--- config.mk ---
export PLATFORM = sky130hd
export DESIGN_NAME = uart_reg_bridge_flat
export DESIGN_NICKNAME = d
export VERILOG_FILES = /design/src/rtl/uart_bridge_pkg.sv /design/src/rtl/uart_reg_bridge_if.sv /design/src/rtl/uart_bridge_timeout.sv /design/src/rtl/uart_reg_bridge.sv /design/src/flat_wrapper.sv
export SDC_FILE = /design/constraint.sdc
export NUM_CORES = 1
export LEC_CHECK = 0
export ABC_AREA = 1
export CELL_PAD_IN_SITES_DETAIL_PLACEMENT = 1
export CELL_PAD_IN_SITES_GLOBAL_PLACEMENT = 1
export CORE_ASPECT_RATIO = 1.75
export CORE_MARGIN = 8
export CORE_UTILIZATION = 28
export DETAILED_ROUTE_END_ITERATION = 16
export PLACE_DENSITY_LB_ADDON = 0.1
export RECOVER_POWER = 100
export SKIP_LAST_GASP = 1
export SYNTH_ARGS = -nofsm -noshare
export SYNTH_HDL_FRONTEND = slang
export SYNTH_HIERARCHICAL = 1
export SYNTH_SLANG_ARGS = --single-unit
export TNS_END_PERCENT = 20
--- constraint.sdc ---
create_clock -name clk_main -period 1.4 [get_ports clk_main]
set_input_delay 0.28 -clock clk_main [delete_from_list [all_inputs] [get_ports clk_main]]
set_output_delay 0.28 -clock clk_main [all_outputs]
set_load 0.02 [all_outputs]
--- src/rtl/uart_bridge_pkg.sv ---
// uart_bridge_pkg: shared types and constants for the UART register bridge.
// Holds the FSM state encoding, the command-byte layout and the default
// response bytes used by uart_reg_bridge.
package uart_bridge_pkg;

    // Command engine states, in the order a transaction walks through them.
    typedef enum logic [2:0] {
        IDLE,
        GET_DATA,
        BUS_WR,
        BUS_RD,
        WAIT_RD,
        SEND
    } state_t;

    // Bit 7 of the command byte selects write (1) or read (0); bits 6:0 are the address.
    localparam int CMD_WR_BIT = 7;

    localparam logic [7:0] DEFAULT_ACK_BYTE = 8'h06;
    localparam logic [7:0] DEFAULT_ERR_BYTE = 8'hEE;

    function automatic logic is_write_cmd(input logic [7:0] cmd);
        return cmd[CMD_WR_BIT];
    endfunction

endpackage

--- src/rtl/uart_reg_bridge_if.sv ---
// uart_reg_bridge_if: byte-stream and register-bus signals of the bridge.
// The master modport is the bridge itself; the slave modport is the
// environment (UART FIFOs on one side, register file on the other).
interface uart_reg_bridge_if;

    // UART receive side
    logic       rx_empty;
    logic [7:0] rx_data;
    logic       rx_rd_stb;

    // UART transmit side
    logic       tx_full;
    logic [7:0] tx_data;
    logic       tx_wr_stb;

    // Register bus
    logic [6:0] reg_addr;
    logic [7:0] reg_wdata;
    logic       reg_wr;
    logic       reg_rd;
    logic [7:0] reg_rdata;
    logic       reg_rvalid;

    modport master (
        input  rx_empty, rx_data, tx_full, reg_rdata, reg_rvalid,
        output rx_rd_stb, tx_data, tx_wr_stb, reg_addr, reg_wdata, reg_wr, reg_rd
    );

    modport slave (
        output rx_empty, rx_data, tx_full, reg_rdata, reg_rvalid,
        input  rx_rd_stb, tx_data, tx_wr_stb, reg_addr, reg_wdata, reg_wr, reg_rd
    );

endinterface

--- src/rtl/uart_bridge_timeout.sv ---
// uart_bridge_timeout: loadable down-counter used to bound the wait for read
// data. Loading sets it to CYCLES-1; it then counts down once per cycle and
// holds at zero, where done is raised. Only instantiated when
// UART_REG_BRIDGE_TIMEOUT_EN is defined. CYCLES must be at least 2.
module uart_bridge_timeout #(
    parameter int unsigned CYCLES = 256
) (
    input  logic clk_main,
    input  logic rst,
    input  logic load,
    output logic done
);

    localparam int W = $clog2(CYCLES);

    logic [W-1:0] count;

    // Reload on request, otherwise count down and saturate at zero.
    always_ff @(posedge clk_main) begin
        if (rst) begin
            count <= '0;
        end else if (load) begin
            count <= W'(CYCLES - 1);
        end else if (count != '0) begin
            count <= count - 1'b1;
        end
    end

    assign done = (count == '0);

endmodule

--- src/rtl/uart_reg_bridge.sv ---
// uart_reg_bridge: UART-to-register-bus command engine.
// Pops command bytes from the UART receive FIFO, performs one register read
// or write per command and pushes a single response byte (ACK for writes,
// read data for reads). Define UART_REG_BRIDGE_TIMEOUT_EN to bound the wait
// for read data; on expiry ERR_BYTE is returned instead.
module uart_reg_bridge
    import uart_bridge_pkg::*;
#(
    parameter logic [7:0] ACK_BYTE = DEFAULT_ACK_BYTE
`ifdef UART_REG_BRIDGE_TIMEOUT_EN
    ,
    parameter logic [7:0]  ERR_BYTE       = DEFAULT_ERR_BYTE,
    parameter int unsigned TIMEOUT_CYCLES = 256
`endif
) (
    input  logic              clk_main,
    input  logic              rst,
    uart_reg_bridge_if.master bus,
    output logic              busy
);

    state_t state;
    logic   pop;

    // Pop only while waiting for a command or write-data byte; rx_data is
    // captured on the same edge the strobe is high.
    assign pop           = ((state == IDLE) || (state == GET_DATA)) && !bus.rx_empty;
    assign bus.rx_rd_stb = pop;
    assign busy          = (state != IDLE);

`ifdef UART_REG_BRIDGE_TIMEOUT_EN
    logic rd_timeout;

    // Loaded during BUS_RD so it expires on the TIMEOUT_CYCLES-th WAIT_RD cycle.
    uart_bridge_timeout #(
        .CYCLES (TIMEOUT_CYCLES)
    ) u_timeout (
        .clk_main (clk_main),
        .rst      (rst),
        .load     (state == BUS_RD),
        .done     (rd_timeout)
    );
`endif

    // Command FSM; every strobe is registered and high during the cycle the
    // FSM sits in the state that owns it.
    // NOTE: the reset here is synchronous -- it is just the highest-priority
    // branch of the clocked block, so it needs no separate sensitivity.
    always_ff @(posedge clk_main) begin
        if (rst) begin
            state         <= IDLE;
            bus.tx_data   <= '0;
            bus.tx_wr_stb <= 1'b0;
            bus.reg_addr  <= '0;
            bus.reg_wdata <= '0;
            bus.reg_wr    <= 1'b0;
            bus.reg_rd    <= 1'b0;
        end else begin
            // NOTE: non-blocking defaults make the bus strobes one-cycle pulses;
            // a later assignment in the case below overrides them.
            bus.reg_wr <= 1'b0;
            bus.reg_rd <= 1'b0;

            case (state)
                IDLE: begin
                    if (pop) begin
                        bus.reg_addr <= bus.rx_data[6:0];
                        if (is_write_cmd(bus.rx_data)) begin
                            state <= GET_DATA;
                        end else begin
                            bus.reg_rd <= 1'b1;
                            state      <= BUS_RD;
                        end
                    end
                end

                GET_DATA: begin
                    if (pop) begin
                        bus.reg_wdata <= bus.rx_data;
                        bus.reg_wr    <= 1'b1;
                        state         <= BUS_WR;
                    end
                end

                BUS_WR: begin
                    bus.tx_data   <= ACK_BYTE;
                    bus.tx_wr_stb <= !bus.tx_full;
                    state         <= SEND;
                end

                BUS_RD: begin
                    state <= WAIT_RD;
                end

                WAIT_RD: begin
                    if (bus.reg_rvalid) begin
                        bus.tx_data   <= bus.reg_rdata;
                        bus.tx_wr_stb <= !bus.tx_full;
                        state         <= SEND;
                    end
`ifdef UART_REG_BRIDGE_TIMEOUT_EN
                    else if (rd_timeout) begin
                        bus.tx_data   <= ERR_BYTE;
                        bus.tx_wr_stb <= !bus.tx_full;
                        state         <= SEND;
                    end
`endif
                end

                SEND: begin
                    // A cycle with the strobe high is the push; leave right after it.
                    if (bus.tx_wr_stb) begin
                        bus.tx_wr_stb <= 1'b0;
                        state         <= IDLE;
                    end else if (!bus.tx_full) begin
                        bus.tx_wr_stb <= 1'b1;
                    end
                end

                default: begin
                    state <= IDLE;
                end
            endcase
        end
    end

endmodule

--- src/flat_wrapper.sv ---
// flat-port wrapper written by rule: the top's interface ports become plain ports
module uart_reg_bridge_flat import uart_bridge_pkg::*;
#(
    parameter logic [7:0] ACK_BYTE = DEFAULT_ACK_BYTE

)
  (clk_main, rst, busy, bus_rx_empty, bus_rx_data, bus_tx_full, bus_reg_rdata, bus_reg_rvalid, bus_rx_rd_stb, bus_tx_data, bus_tx_wr_stb, bus_reg_addr, bus_reg_wdata, bus_reg_wr, bus_reg_rd);
  uart_reg_bridge_if bus_i ();
  input  logic clk_main;
  input  logic rst;
  output logic busy;
  input wire logic [$bits(bus_i.rx_empty)-1:0] bus_rx_empty;
  input wire logic [$bits(bus_i.rx_data)-1:0] bus_rx_data;
  input wire logic [$bits(bus_i.tx_full)-1:0] bus_tx_full;
  input wire logic [$bits(bus_i.reg_rdata)-1:0] bus_reg_rdata;
  input wire logic [$bits(bus_i.reg_rvalid)-1:0] bus_reg_rvalid;
  output wire logic [$bits(bus_i.rx_rd_stb)-1:0] bus_rx_rd_stb;
  output wire logic [$bits(bus_i.tx_data)-1:0] bus_tx_data;
  output wire logic [$bits(bus_i.tx_wr_stb)-1:0] bus_tx_wr_stb;
  output wire logic [$bits(bus_i.reg_addr)-1:0] bus_reg_addr;
  output wire logic [$bits(bus_i.reg_wdata)-1:0] bus_reg_wdata;
  output wire logic [$bits(bus_i.reg_wr)-1:0] bus_reg_wr;
  output wire logic [$bits(bus_i.reg_rd)-1:0] bus_reg_rd;
  assign bus_i.rx_empty = bus_rx_empty;
  assign bus_i.rx_data = bus_rx_data;
  assign bus_i.tx_full = bus_tx_full;
  assign bus_i.reg_rdata = bus_reg_rdata;
  assign bus_i.reg_rvalid = bus_reg_rvalid;
  assign bus_rx_rd_stb = bus_i.rx_rd_stb;
  assign bus_tx_data = bus_i.tx_data;
  assign bus_tx_wr_stb = bus_i.tx_wr_stb;
  assign bus_reg_addr = bus_i.reg_addr;
  assign bus_reg_wdata = bus_i.reg_wdata;
  assign bus_reg_wr = bus_i.reg_wr;
  assign bus_reg_rd = bus_i.reg_rd;
  uart_reg_bridge #(.ACK_BYTE(ACK_BYTE)) u_core (.clk_main(clk_main), .rst(rst), .bus(bus_i), .busy(busy));
endmodule
==> results.yml, run 1 <==
placement:
  dp.final_hpwl_microns: 3120
  io_buffer_count: 48
  routability_congestion_estimate: 0.771
setup_path:
  cp.buffers_inverters: 1
  worstReg2RegStart: "u_core/state[1]$_SDFFE_PP0P_"
  max_stage_delay_ps: 620
  reg2regPathDepth: 5
  reg_to_reg_slack_setup_ps: 30
  worst_path_dominant_cell_family: "buffers and inverters"
  criticalPathCategory: "reg2out"
  cp-end-kind: "output port"
  crit_path_top_delay_cell: "sky130_fd_sc_hd__clkdlybuf4s50_1"
  cp_data_arrival_time_ps: 1240
  regToRegEndpoint: "u_core/bus.reg_wdata[5]$_SDFFE_PP0P_"
  critical_path_cell_count: 1
  setup.worst_path.start_class: "flop"
  timing.critical_path.cells: "clkdlybuf4s50_1"
  critical_path_peak_fanout: 2
  worst-endpoint-required_ps: 1120
layout:
  syn_to_final_growth_pct: 56.5
  finish.net_count: 239
  antenna_cells_inserted: 0
  drive_gt1_share_pct: 12.8
floorplan:
  total_die_area_sq_um: 6520
  core_area_sq_um: 4030
  initial_core_util_pct: 28.7
  io_pins: 49
  dieWidth_microns: 64.6
  num_rows: 31
  fp.dieH_microns: 101
synthesis:
  synthesized_area_divided_by_synthesized_cell_count_sq_um: 7.41
  yosys.area.top_type_share_pct: 50.2
  post-synth-top-area-cell: "sky130_fd_sc_hd__dfxtp_1"
  synth_seq_area_share_pct: 50.2
  yosys_cell_types: 14
  ys_seq_elements: 29
  gate_count_post_synth: 156
  asyncSetResetFlopFracSynth_pct: 0
  ys.flop_type: "sky130_fd_sc_hd__dfxtp_1"
  number_of_flops_mapped_to_enable_cells_by_yosys: 0
  yosys_warnings: 6
  synth.most_common_cell: "sky130_fd_sc_hd__nand2_1"
  syn_nets: 177
  area_of_the_mapped_netlist_sq_um: 1160
  post_synth_most_frequent_cells: "43 x sky130_fd_sc_hd__nand2_1, 29 x sky130_fd_sc_hd__dfxtp_1, 24 x sky130_fd_sc_hd__a21oi_1"
  synth_top_cells_by_area: "sky130_fd_sc_hd__dfxtp_1 50%, sky130_fd_sc_hd__nand2_1 14%, sky130_fd_sc_hd__a21oi_1 10%"
timing:
  max_slew.worst_pin.slew_ps: 306
  final_critical_period_ps: 1520
  max_freq_mhz: 659
  setup_tns_ps: -1480
  layout_setup_ws_ps: -117
  report.final.slew_viol_count: 0
  hold_slack_ps: 464
  fin_crit_sh_pct: 108
  maximum_clock_skew_at_final_layout_ps: 2.48
  grt_setup_unrepaired: "yes"
  finalSetupViolCount: 16
  timing.max_slew.rel_slack_pct: 79.5
  timing_hold_violations_final: 0
clocking:
  clk_transition_reported_paths_ps: 60
  clock_insertion_delay_worst_skew_ps: 270
  clockRootBuffer: "sky130_fd_sc_hd__clkbuf_8"
  cts.hold.buffers_added: 0
  tritoncts: "built"
  clock_tree.htree_level_count: 2
  cts_sinks: 29
  cts-root-to-sink-buffers: 2
  cts_buffers: 5
drt:
  drt_iter0_drc: 37
  avgViaCountPerCell: 4.72
  wirelength_microns: 3950
  drcViolationCount: 0
  total_iterations_of_the_first_detailed_routing_run: 4
  vias: 1260
  drtAntennaViolNets: 0
  wl_per_cell_microns: 14.8
outcome:
  failing_checks: "setup timing"
  status: "finished, violations left"
global_route:
  antenna_found_initial: 0
  grt_max_degree: 19
  global_route.usage.total_pct: 13.0
  wire_length_of_the_first_global_routing_pass_microns: 6620
  globalRouteOverflowTotal: 0
  first_global_vias: 1467
run:
  max_cap_viol_count: 0
hold_path:
  hold_path_class: "reg2reg"
  hp-start: "u_core/bus.tx_data[7]$_SDFFE_PP0P_"
  min_to: "u_core/bus.tx_data[7]$_SDFFE_PP0P_"
  holdPathStages: 2
power_and_ir_drop:
  powerDensity_nw_per_um2: 1170
  irDropWorstVdd_uv: 560
  lkg_pwr_nw: 0.738
[state kept, by name, indices dropped and copies added (netlist names)]
register              cells
u_core/state              3
u_core/bus.reg_rd         1
u_core/bus.tx_wr_stb      1
u_core/bus.reg_wdata      8
u_core/bus.tx_data        8
u_core/bus.reg_wr         1
u_core/bus.reg_addr       7
[kinds of logic after synthesis]
family	synth area share, %
DFF	50.2
buffers and inverters	6.60
AOI/OAI and AO/OA	12.6
and+or+nand+nor	30.6
[layer usage]
metal	share of wire (%)	track usage, %	up-vias
met5	0	0	-
met4	2.2	6.59	0
met3	4.5	3.79	7
met2	56	24.2	32
met1	37	12.3	592
li1	-	-	629
[where the power goes]
| part | internal [W] | switching (W) |
|---|---|---|
| sequential | 0.000884 | 0.0000350 |
| combinational | 0.000224 | 0.000290 |
| clock | 0.000389 | 0.000293 |
| total | 0.00150 | 0.000618 |
[cell type report]
class / count / area [sq um]
fill: 525 / 2220
sequential: 29 / 583
timing repair buffer: 62 / 549
multi-input combinational: 111 / 495
clock buffer: 7 / 86.3
tap: 49 / 61.3
inverter: 9 / 33.8
[worst reg2reg max path, cell delays in order (launching register included)]
cell and delay [ps]:
sky130_fd_sc_hd__dfxtp_2 330, sky130_fd_sc_hd__nor3_2 230, sky130_fd_sc_hd__buf_4 260, sky130_fd_sc_hd__nand2_1 240, sky130_fd_sc_hd__nand2_1 140, sky130_fd_sc_hd__a21oi_1 70
[worst max-delay path by stage]
stage / startpoint / to
finish: u_core/bus.reg_wdata[7]$_SDFFE_PP0P_ / bus_reg_wdata[7]
global route: u_core/bus.reg_wdata[7]$_SDFFE_PP0P_ / bus_reg_wdata[7]
CTS: bus_rx_empty / bus_rx_rd_stb
detailed placement: bus_rx_empty / bus_rx_rd_stb
global placement: bus_rx_empty / bus_rx_rd_stb
floorplan: u_core/state[2]$_SDFFE_PP0P_ / u_core/bus.reg_addr[1]$_SDFFE_PP0P_
[layout by cell type, fill, tap and decap left out, drive strengths merged]
| cell | synthesis | routed |
|---|---|---|
| dfxtp | 29 | 29 |
| dlygate4sd2 | 0 | 6 |
| nor2 | 16 | 16 |
| o21ai | 5 | 5 |
| dlymetal6s2s | 0 | 1 |
| a21oi | 24 | 24 |
| nor3 | 2 | 2 |
| buf | 4 | 12 |
| nand3 | 20 | 20 |
| clkdlybuf4s15 | 0 | 1 |
| inv | 9 | 9 |
| clkdlybuf4s50 | 0 | 35 |
| clkbuf | 3 | 14 |
| nand2 | 44 | 44 |
[stage by stage]
step	total power, W	area (sq um)	util (%)	instances	setup slack [ps]
finish	0.00211	1810	44.9	267	-117
detailed placement	0.00148	1750	43.5	259	-441
global placement	0.00147	1750	43.5	259	-449
global route	0.00223	1810	44.9	267	-148
floorplan	0.00120	1160	-	156	157
CTS	0.00216	1840	45.5	266	-167
[timing repair]
action                                  4_1_cts  5_1_grt
cloned                                        0        0
buffers inserted                              0        1
endpoints found under the setup margin       40       47
pin swaps                                     0        1
gates resized for setup                      12       15
Power figures use the tool's default switching activity.
==> run 2, diff against run 1 <==
--- a/config.mk
+++ b/config.mk
@@ -15,6 +15,7 @@
 export PLACE_DENSITY_LB_ADDON = 0.1
 export RECOVER_POWER = 100
 export SKIP_LAST_GASP = 1
+export SLEW_MARGIN = 10
 export SYNTH_ARGS = -nofsm -noshare
 export SYNTH_HDL_FRONTEND = slang
 export SYNTH_HIERARCHICAL = 1
==> results of run 2 <==
Final layout, timing and power as in run 1 (identical DEF).
==> run 3, diff against run 2 <==
==> constraint.sdc (replaced) <==
create_clock -name clk_main -period 1.46 [get_ports clk_main]
set_input_delay 0.292 -clock clk_main [delete_from_list [all_inputs] [get_ports clk_main]]
set_output_delay 0.292 -clock clk_main [all_outputs]
set_load 0.02 [all_outputs]
==> run 3 against run 2 <==
The run still ends with setup timing left. Wire length shrank 2.7%. Flip-flop and latch count is the same. Global-route usage is 0.66 points lower. Hold slack got worse by 1.2 ps. Non-clock buffer count fell by 2. Combinational power decreased by 6.4%. Total power fell by 1.9%. Register-to-register slack better by 70 ps. Sequential share of layout area increased by 0.18 points. First-iteration DRC count fell by 11%. Core utilization shrank 0.34 points. Critical path depth is the same.
==> results.yml, run 3 (synthesis gave the netlist of run 1 again) <==
clocking:
  clk_transition_reported_paths_ps: 60
  cts-root-to-sink-buffers: 2
  cts.hold.buffers_added: 0
  cts_sinks: 29
  tritoncts: "built"
  clock_tree.htree_level_count: 2
  cts_buffers: 5
  clock_insertion_delay_worst_skew_ps: 270
  clockRootBuffer: "sky130_fd_sc_hd__clkbuf_8"
layout:
  layout_top_registers: "u_core/bus.reg_wdata (8), u_core/bus.tx_data (8), u_core/bus.reg_addr (7)"
  drive_gt1_share_pct: 11.5
  fin_cells: 266
  finish.net_count: 237
  antenna_cells_inserted: 0
  syn_to_final_growth_pct: 55.3
  commonest_cells_after_routing_fill_and_taps_aside: "43 x sky130_fd_sc_hd__nand2_1, 36 x sky130_fd_sc_hd__clkdlybuf4s50_1, 28 x sky130_fd_sc_hd__dfxtp_1"
  layout_commonest_cell: "sky130_fd_sc_hd__nand2_1"
timing:
  max_slew.worst_pin.slew_ps: 305
  grt_setup_unrepaired: "yes"
  finalSetupViolCount: 15
  max_freq_mhz: 658
  maximum_clock_skew_at_final_layout_ps: 1.16
  layout_setup_ws_ps: -60.4
  report.final.slew_viol_count: 0
  timing_hold_violations_final: 0
  timing.max_slew.rel_slack_pct: 79.7
  hold_slack_ps: 463
  final_critical_period_ps: 1520
  fin_crit_sh_pct: 104
hold_path:
  hp-start: "u_core/bus.reg_addr[0]$_SDFFE_PP0P_"
  hold_path_class: "reg2reg"
global_route:
  globalRouteOverflowTotal: 0
  antenna_found_initial: 0
  first_global_vias: 1402
  wire_length_of_the_first_global_routing_pass_microns: 6440
  global_route.usage.total_pct: 12.3
  grt_max_degree: 19
floorplan:
  num_rows: 31
  core_area_sq_um: 4030
  dieWidth_microns: 64.6
  io_pins: 49
  initial_core_util_pct: 28.7
  fp.dieH_microns: 101
  total_die_area_sq_um: 6520
setup_path:
  criticalPathCategory: "reg2out"
  critical_path_peak_fanout: 2
  setup.worst_path.start_class: "flop"
  cp.buffers_inverters: 1
  worstReg2RegStart: "u_core/state[1]$_SDFFE_PP0P_"
  worst_setup_path_startpoint: "u_core/bus.reg_wdata[3]$_SDFFE_PP0P_"
  crit_path_top_delay_cell: "sky130_fd_sc_hd__clkdlybuf4s50_1"
  cp_data_arrival_time_ps: 1230
  max_stage_delay_ps: 620
  worst_path_dominant_cell_family: "buffers and inverters"
  timing.critical_path.cells: "clkdlybuf4s50_1"
  cp-end-kind: "output port"
  worst-endpoint-required_ps: 1170
power_and_ir_drop:
  irDropWorstVdd_uv: 875
  cell_internal_pwr_w: 0.00148
  powerDensity_nw_per_um2: 1160
  p_sw_w: 0.000595
  lkg_pwr_nw: 0.714
  comb_power_share_pct: 23.2
  swShare_pct: 28.7
  pwr-share-seq_pct: 42.5
  clkPwrFrac_pct: 34.3
  post-layout-total-power_w: 0.00207
run:
  max_cap_viol_count: 0
placement:
  io_buffer_count: 48
  placed_cells_incl_taps: 258
  dp.final_hpwl_microns: 3050
  routability_congestion_estimate: 0.777
drt:
  met3_wirelength_from_detailed_routing_microns: 183
  vias: 1243
  drcViolationCount: 0
  wl_met2_microns: 2050
  total_iterations_of_the_first_detailed_routing_run: 4
  wl_met1_microns: 1490
  highest_metal_used: "met4"
  drt_iter0_drc: 33
  drtAntennaViolNets: 0
  avgViaCountPerCell: 4.67
  wl_per_cell_microns: 14.4
  wirelength_microns: 3840
outcome:
  failing_checks: "setup timing"
  status: "finished, violations left"
run 3: timing repair:
action                                  in CTS  in global routing
setup buffers                                0                  0
endpoints found under the setup margin      28                 40
gates resized for setup                      8                  8
run 3: path summary, 6_finish.rpt:
kind	slack, ps	cells after the start	endpoint
max	-60	1	bus_reg_wdata[3]
min	460	2	u_core/bus.reg_addr[0]$_SDFFE_PP0P_
max reg2reg	100	6	u_core/bus.tx_data[2]$_SDFFE_PP0P_
min reg2reg	460	2	u_core/bus.reg_addr[0]$_SDFFE_PP0P_
run 3: layout make-up:
type                            count  area [sq um]
Clock buffer                        7          96.3
Clock inverter                      1          5.00
Fill cell                         533          2240
Inverter                            9          33.8
Multi-Input combinational cell    111           499
Sequential cell                    29           582
Tap cell                           49          61.3
Timing Repair Buffer               60           518
run 3: per-layer routing:
layer / global-route usage (%) / up-vias
met1: 12.5 / 577
met2: 21.9 / 32
met4: 6.59 / 0
met5: 0 / -
li1: - / 624
met3: 3.56 / 10
run 3: through the flow:
step | cell area (sq um) | TNS, ps | util (%) | worst slack [ps]
global placement | 1750 | -3340 | 43.3 | -413
floorplan | 1160 | 0 | - | 217
CTS | 1840 | -1630 | 45.7 | -107
global route | 1800 | -2180 | 44.5 | -104
detailed placement | 1750 | -3470 | 43.3 | -401
finish | 1800 | -680 | 44.5 | -60.4
run 3: power groups by stage:
stage,Combinational (W),Clock (W),Sequential [W]
after CTS,0.000509,0.000741,0.000883
after global routing,0.000529,0.000777,0.000889
after global placement,0.000505,0,0.000897
after floorplan,0.000208,0,0.000948
after detailed placement,0.000516,0,0.000899
final,0.000481,0.000711,0.000882
